File: src/rtl/seq_pattern_tx_if.sv
`default_nettype none
// ============================================================================
// seq_pattern_tx_if : request/stream bundle between a pattern source and
// seq_pattern_tx.                                            Rev 1.0
// ============================================================================
interface seq_pattern_tx_if #(
  parameter int PAT_W = 8
);
  logic             start;
  logic [PAT_W-1:0] pattern;
  logic             ready;
  logic             bit_out;
  logic             bit_strobe;
  logic             in_frame;
  logic             frame_done;
  logic [7:0]       sent_count;

  modport master (
    output start,
    output pattern,
    input  ready,
    input  bit_out,
    input  bit_strobe,
    input  in_frame,
    input  frame_done,
    input  sent_count
  );

  modport slave (
    input  start,
    input  pattern,
    output ready,
    output bit_out,
    output bit_strobe,
    output in_frame,
    output frame_done,
    output sent_count
  );
endinterface
`default_nettype wire

File: src/rtl/seq_pattern_tx.sv
`default_nettype none
// ============================================================================
// seq_pattern_tx : tick-paced serializer emitting a framed pattern MSB first,
// with 24-bit LFSR filler bits between frames.               Rev 1.0
// ============================================================================
module seq_pattern_tx #(
  parameter int          PAT_W     = 8,
  parameter int          DIV       = 4,
  parameter int          GAP_LEN   = 16,
  parameter logic [23:0] LFSR_SEED = 24'h5A5A5A
) (
  input  logic            clk_in,
  input  logic            reset,
  seq_pattern_tx_if.slave bus
);
  localparam int CNT_W = $clog2(DIV);
  localparam int IDX_W = $clog2(PAT_W);
  localparam int GAP_W = (GAP_LEN > 1) ? $clog2(GAP_LEN) : 1;
  localparam logic [CNT_W-1:0] CNT_LAST = CNT_W'(DIV - 1);
  localparam logic [IDX_W-1:0] IDX_LOAD = IDX_W'(PAT_W - 1);
  localparam logic [GAP_W-1:0] GAP_LOAD = GAP_W'(GAP_LEN - 1);

  typedef enum logic [1:0] {
    IDLE = 2'd0,
    SEND = 2'd1,
    GAP  = 2'd2
  } state_t;

  state_t           state_q, state_d;
  logic [CNT_W-1:0] cnt_q, cnt_d;
  logic [23:0]      lfsr_q, lfsr_d;
  logic [PAT_W-1:0] shreg_q, shreg_d;
  logic [IDX_W-1:0] bitidx_q, bitidx_d;
  logic [GAP_W-1:0] gap_cnt_q, gap_cnt_d;
  logic             ready_q, ready_d;
  logic             bit_out_q, bit_out_d;
  logic             bit_strobe_q, bit_strobe_d;
  logic             in_frame_q, in_frame_d;
  logic             frame_done_q, frame_done_d;
  logic [7:0]       sent_count_q, sent_count_d;

  logic             tick;
  logic [23:0]      lfsr_shifted;

  assign tick         = (cnt_q == CNT_LAST);
  assign lfsr_shifted = {lfsr_q[22:0], lfsr_q[23] ^ lfsr_q[22] ^ lfsr_q[21] ^ lfsr_q[16]};

  always_comb begin
    state_d      = state_q;
    cnt_d        = tick ? '0 : cnt_q + CNT_W'(1);
    lfsr_d       = lfsr_q;
    shreg_d      = shreg_q;
    bitidx_d     = bitidx_q;
    gap_cnt_d    = gap_cnt_q;
    bit_out_d    = bit_out_q;
    in_frame_d   = in_frame_q;
    sent_count_d = sent_count_q;
    bit_strobe_d = 1'b0;
    frame_done_d = 1'b0;

    unique case (state_q)
      IDLE: begin
        // Accept wins over a coincident tick and restarts the bit period.
        if (bus.start && ready_q) begin
          bit_out_d    = bus.pattern[PAT_W-1];
          shreg_d      = bus.pattern << 1;
          bitidx_d     = IDX_LOAD;
          cnt_d        = '0;
          in_frame_d   = 1'b1;
          bit_strobe_d = 1'b1;
          state_d      = SEND;
        end else if (tick) begin
          bit_out_d = lfsr_q[23];
          lfsr_d    = lfsr_shifted;
        end
      end
      SEND: begin
        if (tick) begin
          if (bitidx_q != '0) begin
            bit_out_d    = shreg_q[PAT_W-1];
            shreg_d      = shreg_q << 1;
            bitidx_d     = bitidx_q - IDX_W'(1);
            bit_strobe_d = 1'b1;
          end else begin
            bit_out_d    = lfsr_q[23];
            lfsr_d       = lfsr_shifted;
            in_frame_d   = 1'b0;
            frame_done_d = 1'b1;
            sent_count_d = sent_count_q + 8'd1;
            gap_cnt_d    = GAP_LOAD;
            state_d      = GAP;
          end
        end
      end
      GAP: begin
        if (tick) begin
          bit_out_d = lfsr_q[23];
          lfsr_d    = lfsr_shifted;
          if (gap_cnt_q == '0) begin
            state_d = IDLE;
          end else begin
            gap_cnt_d = gap_cnt_q - GAP_W'(1);
          end
        end
      end
      default: state_d = IDLE;
    endcase

    ready_d = (state_d == IDLE);
  end

  always_ff @(posedge clk_in or negedge reset) begin
    if (!reset) begin
      state_q      <= IDLE;
      cnt_q        <= '0;
      lfsr_q       <= LFSR_SEED;
      shreg_q      <= '0;
      bitidx_q     <= '0;
      gap_cnt_q    <= '0;
      ready_q      <= 1'b1;
      bit_out_q    <= 1'b0;
      bit_strobe_q <= 1'b0;
      in_frame_q   <= 1'b0;
      frame_done_q <= 1'b0;
      sent_count_q <= 8'd0;
    end else begin
      state_q      <= state_d;
      cnt_q        <= cnt_d;
      lfsr_q       <= lfsr_d;
      shreg_q      <= shreg_d;
      bitidx_q     <= bitidx_d;
      gap_cnt_q    <= gap_cnt_d;
      ready_q      <= ready_d;
      bit_out_q    <= bit_out_d;
      bit_strobe_q <= bit_strobe_d;
      in_frame_q   <= in_frame_d;
      frame_done_q <= frame_done_d;
      sent_count_q <= sent_count_d;
    end
  end

  assign bus.ready      = ready_q;
  assign bus.bit_out    = bit_out_q;
  assign bus.bit_strobe = bit_strobe_q;
  assign bus.in_frame   = in_frame_q;
  assign bus.frame_done = frame_done_q;
  assign bus.sent_count = sent_count_q;
endmodule
`default_nettype wire

File: src/flat_wrapper.sv
// flat-port wrapper written by rule: the top's interface ports become plain ports
module seq_pattern_tx_flat 
#(
  parameter int          PAT_W     = 8,
  parameter int          DIV       = 4,
  parameter int          GAP_LEN   = 16,
  parameter logic [23:0] LFSR_SEED = 24'h5A5A5A
)
  (clk_in, reset, bus_start, bus_pattern, bus_ready, bus_bit_out, bus_bit_strobe, bus_in_frame, bus_frame_done, bus_sent_count);
  seq_pattern_tx_if #(.PAT_W(PAT_W)) bus_i ();
  input  logic clk_in;
  input  logic reset;
  input wire logic [$bits(bus_i.start)-1:0] bus_start;
  input wire logic [$bits(bus_i.pattern)-1:0] bus_pattern;
  output wire logic [$bits(bus_i.ready)-1:0] bus_ready;
  output wire logic [$bits(bus_i.bit_out)-1:0] bus_bit_out;
  output wire logic [$bits(bus_i.bit_strobe)-1:0] bus_bit_strobe;
  output wire logic [$bits(bus_i.in_frame)-1:0] bus_in_frame;
  output wire logic [$bits(bus_i.frame_done)-1:0] bus_frame_done;
  output wire logic [$bits(bus_i.sent_count)-1:0] bus_sent_count;
  assign bus_i.start = bus_start;
  assign bus_i.pattern = bus_pattern;
  assign bus_ready = bus_i.ready;
  assign bus_bit_out = bus_i.bit_out;
  assign bus_bit_strobe = bus_i.bit_strobe;
  assign bus_in_frame = bus_i.in_frame;
  assign bus_frame_done = bus_i.frame_done;
  assign bus_sent_count = bus_i.sent_count;
  seq_pattern_tx #(.PAT_W(PAT_W), .DIV(DIV), .GAP_LEN(GAP_LEN), .LFSR_SEED(LFSR_SEED)) u_core (.clk_in(clk_in), .reset(reset), .bus(bus_i));
endmodule
File: config.mk
export PLATFORM = sky130hd
export DESIGN_NAME = seq_pattern_tx_flat
export DESIGN_NICKNAME = d
export VERILOG_FILES = /design/src/rtl/seq_pattern_tx_if.sv /design/src/rtl/seq_pattern_tx.sv /design/src/flat_wrapper.sv
export SDC_FILE = /design/constraint.sdc
export NUM_CORES = 1
export LEC_CHECK = 0
export BUFFER_PORTS_ARGS = -buffer_cell sky130_fd_sc_hd__clkbuf_2
export CAP_MARGIN = 20
export CORE_MARGIN = 2
export CORE_UTILIZATION = 35
export CTS_BUF_LIST = sky130_fd_sc_hd__clkbuf_8
export DETAILED_ROUTE_END_ITERATION = 6
export PLACE_DENSITY_LB_ADDON = 0.15
export REMOVE_ABC_BUFFERS = 1
export SLEW_MARGIN = 20
export SYNTH_ARGS = -nofsm -noshare
export SYNTH_HDL_FRONTEND = slang
export SYNTH_SLANG_ARGS = --single-unit
File: constraint.sdc
create_clock -name clk_in -period 2.6 [get_ports clk_in]
set_input_delay 0.13 -clock clk_in [delete_from_list [all_inputs] [get_ports clk_in]]
set_output_delay 0.13 -clock clk_in [all_outputs]
set_load 0.05 [all_outputs]
==> flow_metrics.py <==
metrics = {
    "critical_path": {
        "worstReg2RegStart": "u_core.cnt_q[0]$_DFF_PN0_",
        "setup.worst_path.start": "u_core.cnt_q[0]$_DFF_PN0_",
        "ff2ff_path_depth": 5,
        "path_max_fanout": 25,
        "r2r_slack_ns": 0.52,
        "start_kind": "flop",
        "worst-setup-path-type": "flop to flop",
        "arrival_ns": 2.28,
        "critical_path_required_ns": 2.79,
        "cp-end-kind": "flop",
        "regToRegEndpoint": "u_core.lfsr_q[15]$_DFFE_PN0P_",
    },
    "floorplan": {
        "placementRows": 31,
        "die-area_mm2": 0.00803,
        "io_pins": 24,
        "core-area_mm2": 0.00718,
        "start_util_pct": 35.7,
        "dieHeight_um": 89.6,
        "die_w_um": 89.6,
    },
    "global_routing": {
        "grt_pass1_wl_mm": 7.65,
        "grt_max_degree": 35,
        "grtUsageTotal_pct": 12.2,
        "grt_overflow": 0,
        "antenna_found_initial": 0,
        "grt_pass1_vias": 1605,
    },
    "power_and_ir_drop": {
        "p_seq_share_pct": 44.4,
        "power_density_mw_per_mm2": 925,
        "switching_share_pct": 34.8,
        "p_comb_share_pct": 34.6,
        "power.internal_mw": 1.75,
        "ir_drop_uv": 517,
        "leakagePower_nw": 1.32,
        "p_switching_mw": 0.935,
        "clkPwrFrac_pct": 21.0,
    },
    "routing": {
        "drtIter0Drc": 60,
        "drc": 0,
        "drt-wirelength-per-cell_um": 12.8,
        "dr.pass1.iters": 4,
        "avgViaCountPerCell": 4.72,
        "drt_wl_total_mm": 4.31,
        "vias": 1597,
        "ant_nets": 0,
    },
    "timing": {
        "drv_slew": 0,
        "fin_worst_skew_ns": 0.00539,
        "fin_ws_ns": 0.515,
        "relSlewSlack_pct": 69.3,
        "rsz0062_at_grt": "no",
        "setup_violations": 0,
        "finalSetupTns_ns": 0,
        "clock.fmax_mhz": 480,
        "min_period_ns": 2.08,
        "finalHoldViolCount": 0,
        "fin_crit_sh_pct": 80.2,
        "max_slew.worst_pin.slew_ns": 0.460,
    },
    "worst_hold_path": {
        "worstHoldEndpoint": "u_core.shreg_q[1]$_DFFE_PN0P_",
        "holdPathStages": 3,
        "hold_start": "bus_pattern[0]",
        "hold_class": "primary input to flop",
    },
    "cts": {
        "cts_buffer_depth": 2,
        "ctsHtreeMaxLevel": 2,
        "cts_sinks": 55,
        "clk_pin_slew_ns": 0.10,
        "cts_tree": "done",
        "cts-root-buf": "clkbuf_8",
        "insertion_delay_ns": 0.30,
        "numCtsBuffers": 5,
    },
    "logic_synthesis": {
        "synthFlopType": "dfrtp_1",
        "ys_warn_count": 0,
        "synth_area_leaders": "dfrtp_1 (41%), dfstp_2 (13%), mux2_2 (11%)",
        "synth_top_area_share_pct": 41.0,
        "synth.distinct_cells": 41,
        "yosysSeqAreaShare_pct": 54.3,
        "netlist_area_mm2": 0.00256,
        "yosys.area.top_type": "dfrtp_1",
        "synth_edf_count": 0,
        "ys_seq_elements": 55,
        "async_flop_share_pct": 100,
        "synth_cells": 211,
        "postSynthAreaPerCell_um2": 12.2,
    },
    "final_layout": {
        "antenna_cells": 0,
        "final_cells": 338,
        "syn_to_final_growth_pct": 13.2,
        "fillerInstances": 705,
        "nets": 258,
        "final_common_cell": "dfrtp_1",
        "drive_gt1_share_pct": 34.3,
        "layout_common_cells": "dfrtp_1 (42), mux2_2 (26), clkbuf_2 (23)",
    },
    "placed_design": {
        "dp_hpwl_mm": 3.10,
        "port_buffers": 23,
        "routabilityCongestion": 0.732,
        "placed_cells": 329,
        "dpl_worst_slack_ns": 0.525,
    },
    "run_status": {
        "outcome": "complete, no violations",
    },
    "run": {
        "cap_violations": 0,
    },
}
[critical path, stage by stage (launching register included)]
cell and delay, ns:
dfrtp_1 0.37, ha_1 0.40, inv_1 0.18, a2111oi_4 0.30, buf_4 0.35, mux2_2 0.37
[final cells by class]
cell class / instances / area (um^2) / share of cell area [%]
Sequential cell: 55 / 1390 / 48.0
Inverter: 14 / 52.6 / 1.81
Clock inverter: 3 / 42.5 / 1.47
Clock buffer: 5 / 68.8 / 2.37
Multi-Input combinational cell: 134 / 1070 / 36.8
Tap cell: 99 / 124 / 4.27
Timing Repair Buffer: 28 / 155 / 5.34
[state kept, by name, summed over array words and instances (netlist names)]
name and count:
u_core.bitidx_q 3, u_core.bus.bit_out 1, u_core.bus.bit_strobe 1, u_core.bus.frame_done 1, u_core.bus.in_frame 1, u_core.bus.ready 1, u_core.bus.sent_count 8, u_core.cnt_q 2
u_core.gap_cnt_q 4, u_core.lfsr_q 24, u_core.shreg_q 7, u_core.state_q 2
[power by group through the flow]
| stage | logic [mW] | registers (mW) | clock network, mW |
|---|---|---|---|
| floorplan | 0.650 | 1.27 | 0 |
| global placement | 0.935 | 1.21 | 0 |
| detailed placement | 0.941 | 1.21 | 0 |
| CTS | 0.946 | 1.19 | 0.593 |
| global route | 1.05 | 1.22 | 0.631 |
| finish | 0.928 | 1.19 | 0.565 |
[per-layer routing]
| layer | share of wire (%) | global-route usage, % | up-vias | wire length, um |
|---|---|---|---|---|
| met5 | 0 | 0 | - | 0 |
| met4 | 0.67 | 3.66 | 0 | 29 |
| met3 | 3.1 | 3.11 | 2 | 132 |
| met2 | 46 | 18.6 | 18 | 1990 |
| met1 | 50 | 17.1 | 776 | 2160 |
| li1 | - | - | 801 | - |
[Yosys cell counts, drive strengths merged, types with 2 or more instances]
library cell,instances
dfrtp,42
mux2,26
a21oi,20
inv,14
dfstp,13
nand2,12
ha,9
xnor2,9
buf,7
o21ai,7
mux2i,6
nor2,5
nand4,4
and3,3
nand3,3
nor3,3
o31ai,3
a221oi,2
a22o,2
a31oi,2
[worst max-delay path by stage]
stage	endpoint	slack [ns]	cells past startpoint
3_3_place_gp	u_core.lfsr_q[10]$_DFFE_PN0P_	0.52	5
5_1_grt	u_core.lfsr_q[2]$_DFFE_PN0P_	0.30	5
4_1_cts	u_core.lfsr_q[2]$_DFFE_PN0P_	0.49	5
2_1_floorplan	u_core.lfsr_q[10]$_DFFE_PN0P_	0.14	3
3_5_place_dp	u_core.lfsr_q[2]$_DFFE_PN0P_	0.52	5
6_report	u_core.lfsr_q[15]$_DFFE_PN0P_	0.52	5
[stage by stage]
stage / utilization [%] / cell area (um^2) / hold WS (ns) / total power [mW]
2_1_floorplan: - / 2510 / -0.166 / 1.92
3_3_place_gp: 38.8 / 2780 / 0.135 / 2.14
3_5_place_dp: 38.8 / 2780 / 0.140 / 2.15
4_1_cts: 40.5 / 2900 / 0.0146 / 2.73
5_1_grt: 40.5 / 2900 / 0.0502 / 2.90
6_report: 40.5 / 2900 / 0.0219 / 2.69
[timing repair]
| action | in CTS | in global routing |
|---|---|---|
| resized for setup | 0 | 0 |
| endpoints found under the hold margin | 42 | 0 |
| hold buffers | 1 | 0 |
| setup buffers | 0 | 0 |
[logic make-up (layout without fill, tap and decap cells)]
family / count (synthesis) / after routing / synth area share (%)
buffers and inverters: 22 / 50 / 4.10
AOI/OAI and AO/OA: 43 / 43 / 11.3
DFF: 55 / 55 / 54.3
adders and majority gates: 9 / 9 / 4.39
muxes: 32 / 32 / 13.8
xor gates and xnor gates: 10 / 10 / 3.41
and+or+nand+nor: 40 / 40 / 8.73
(Power assumes the default switching activity.)
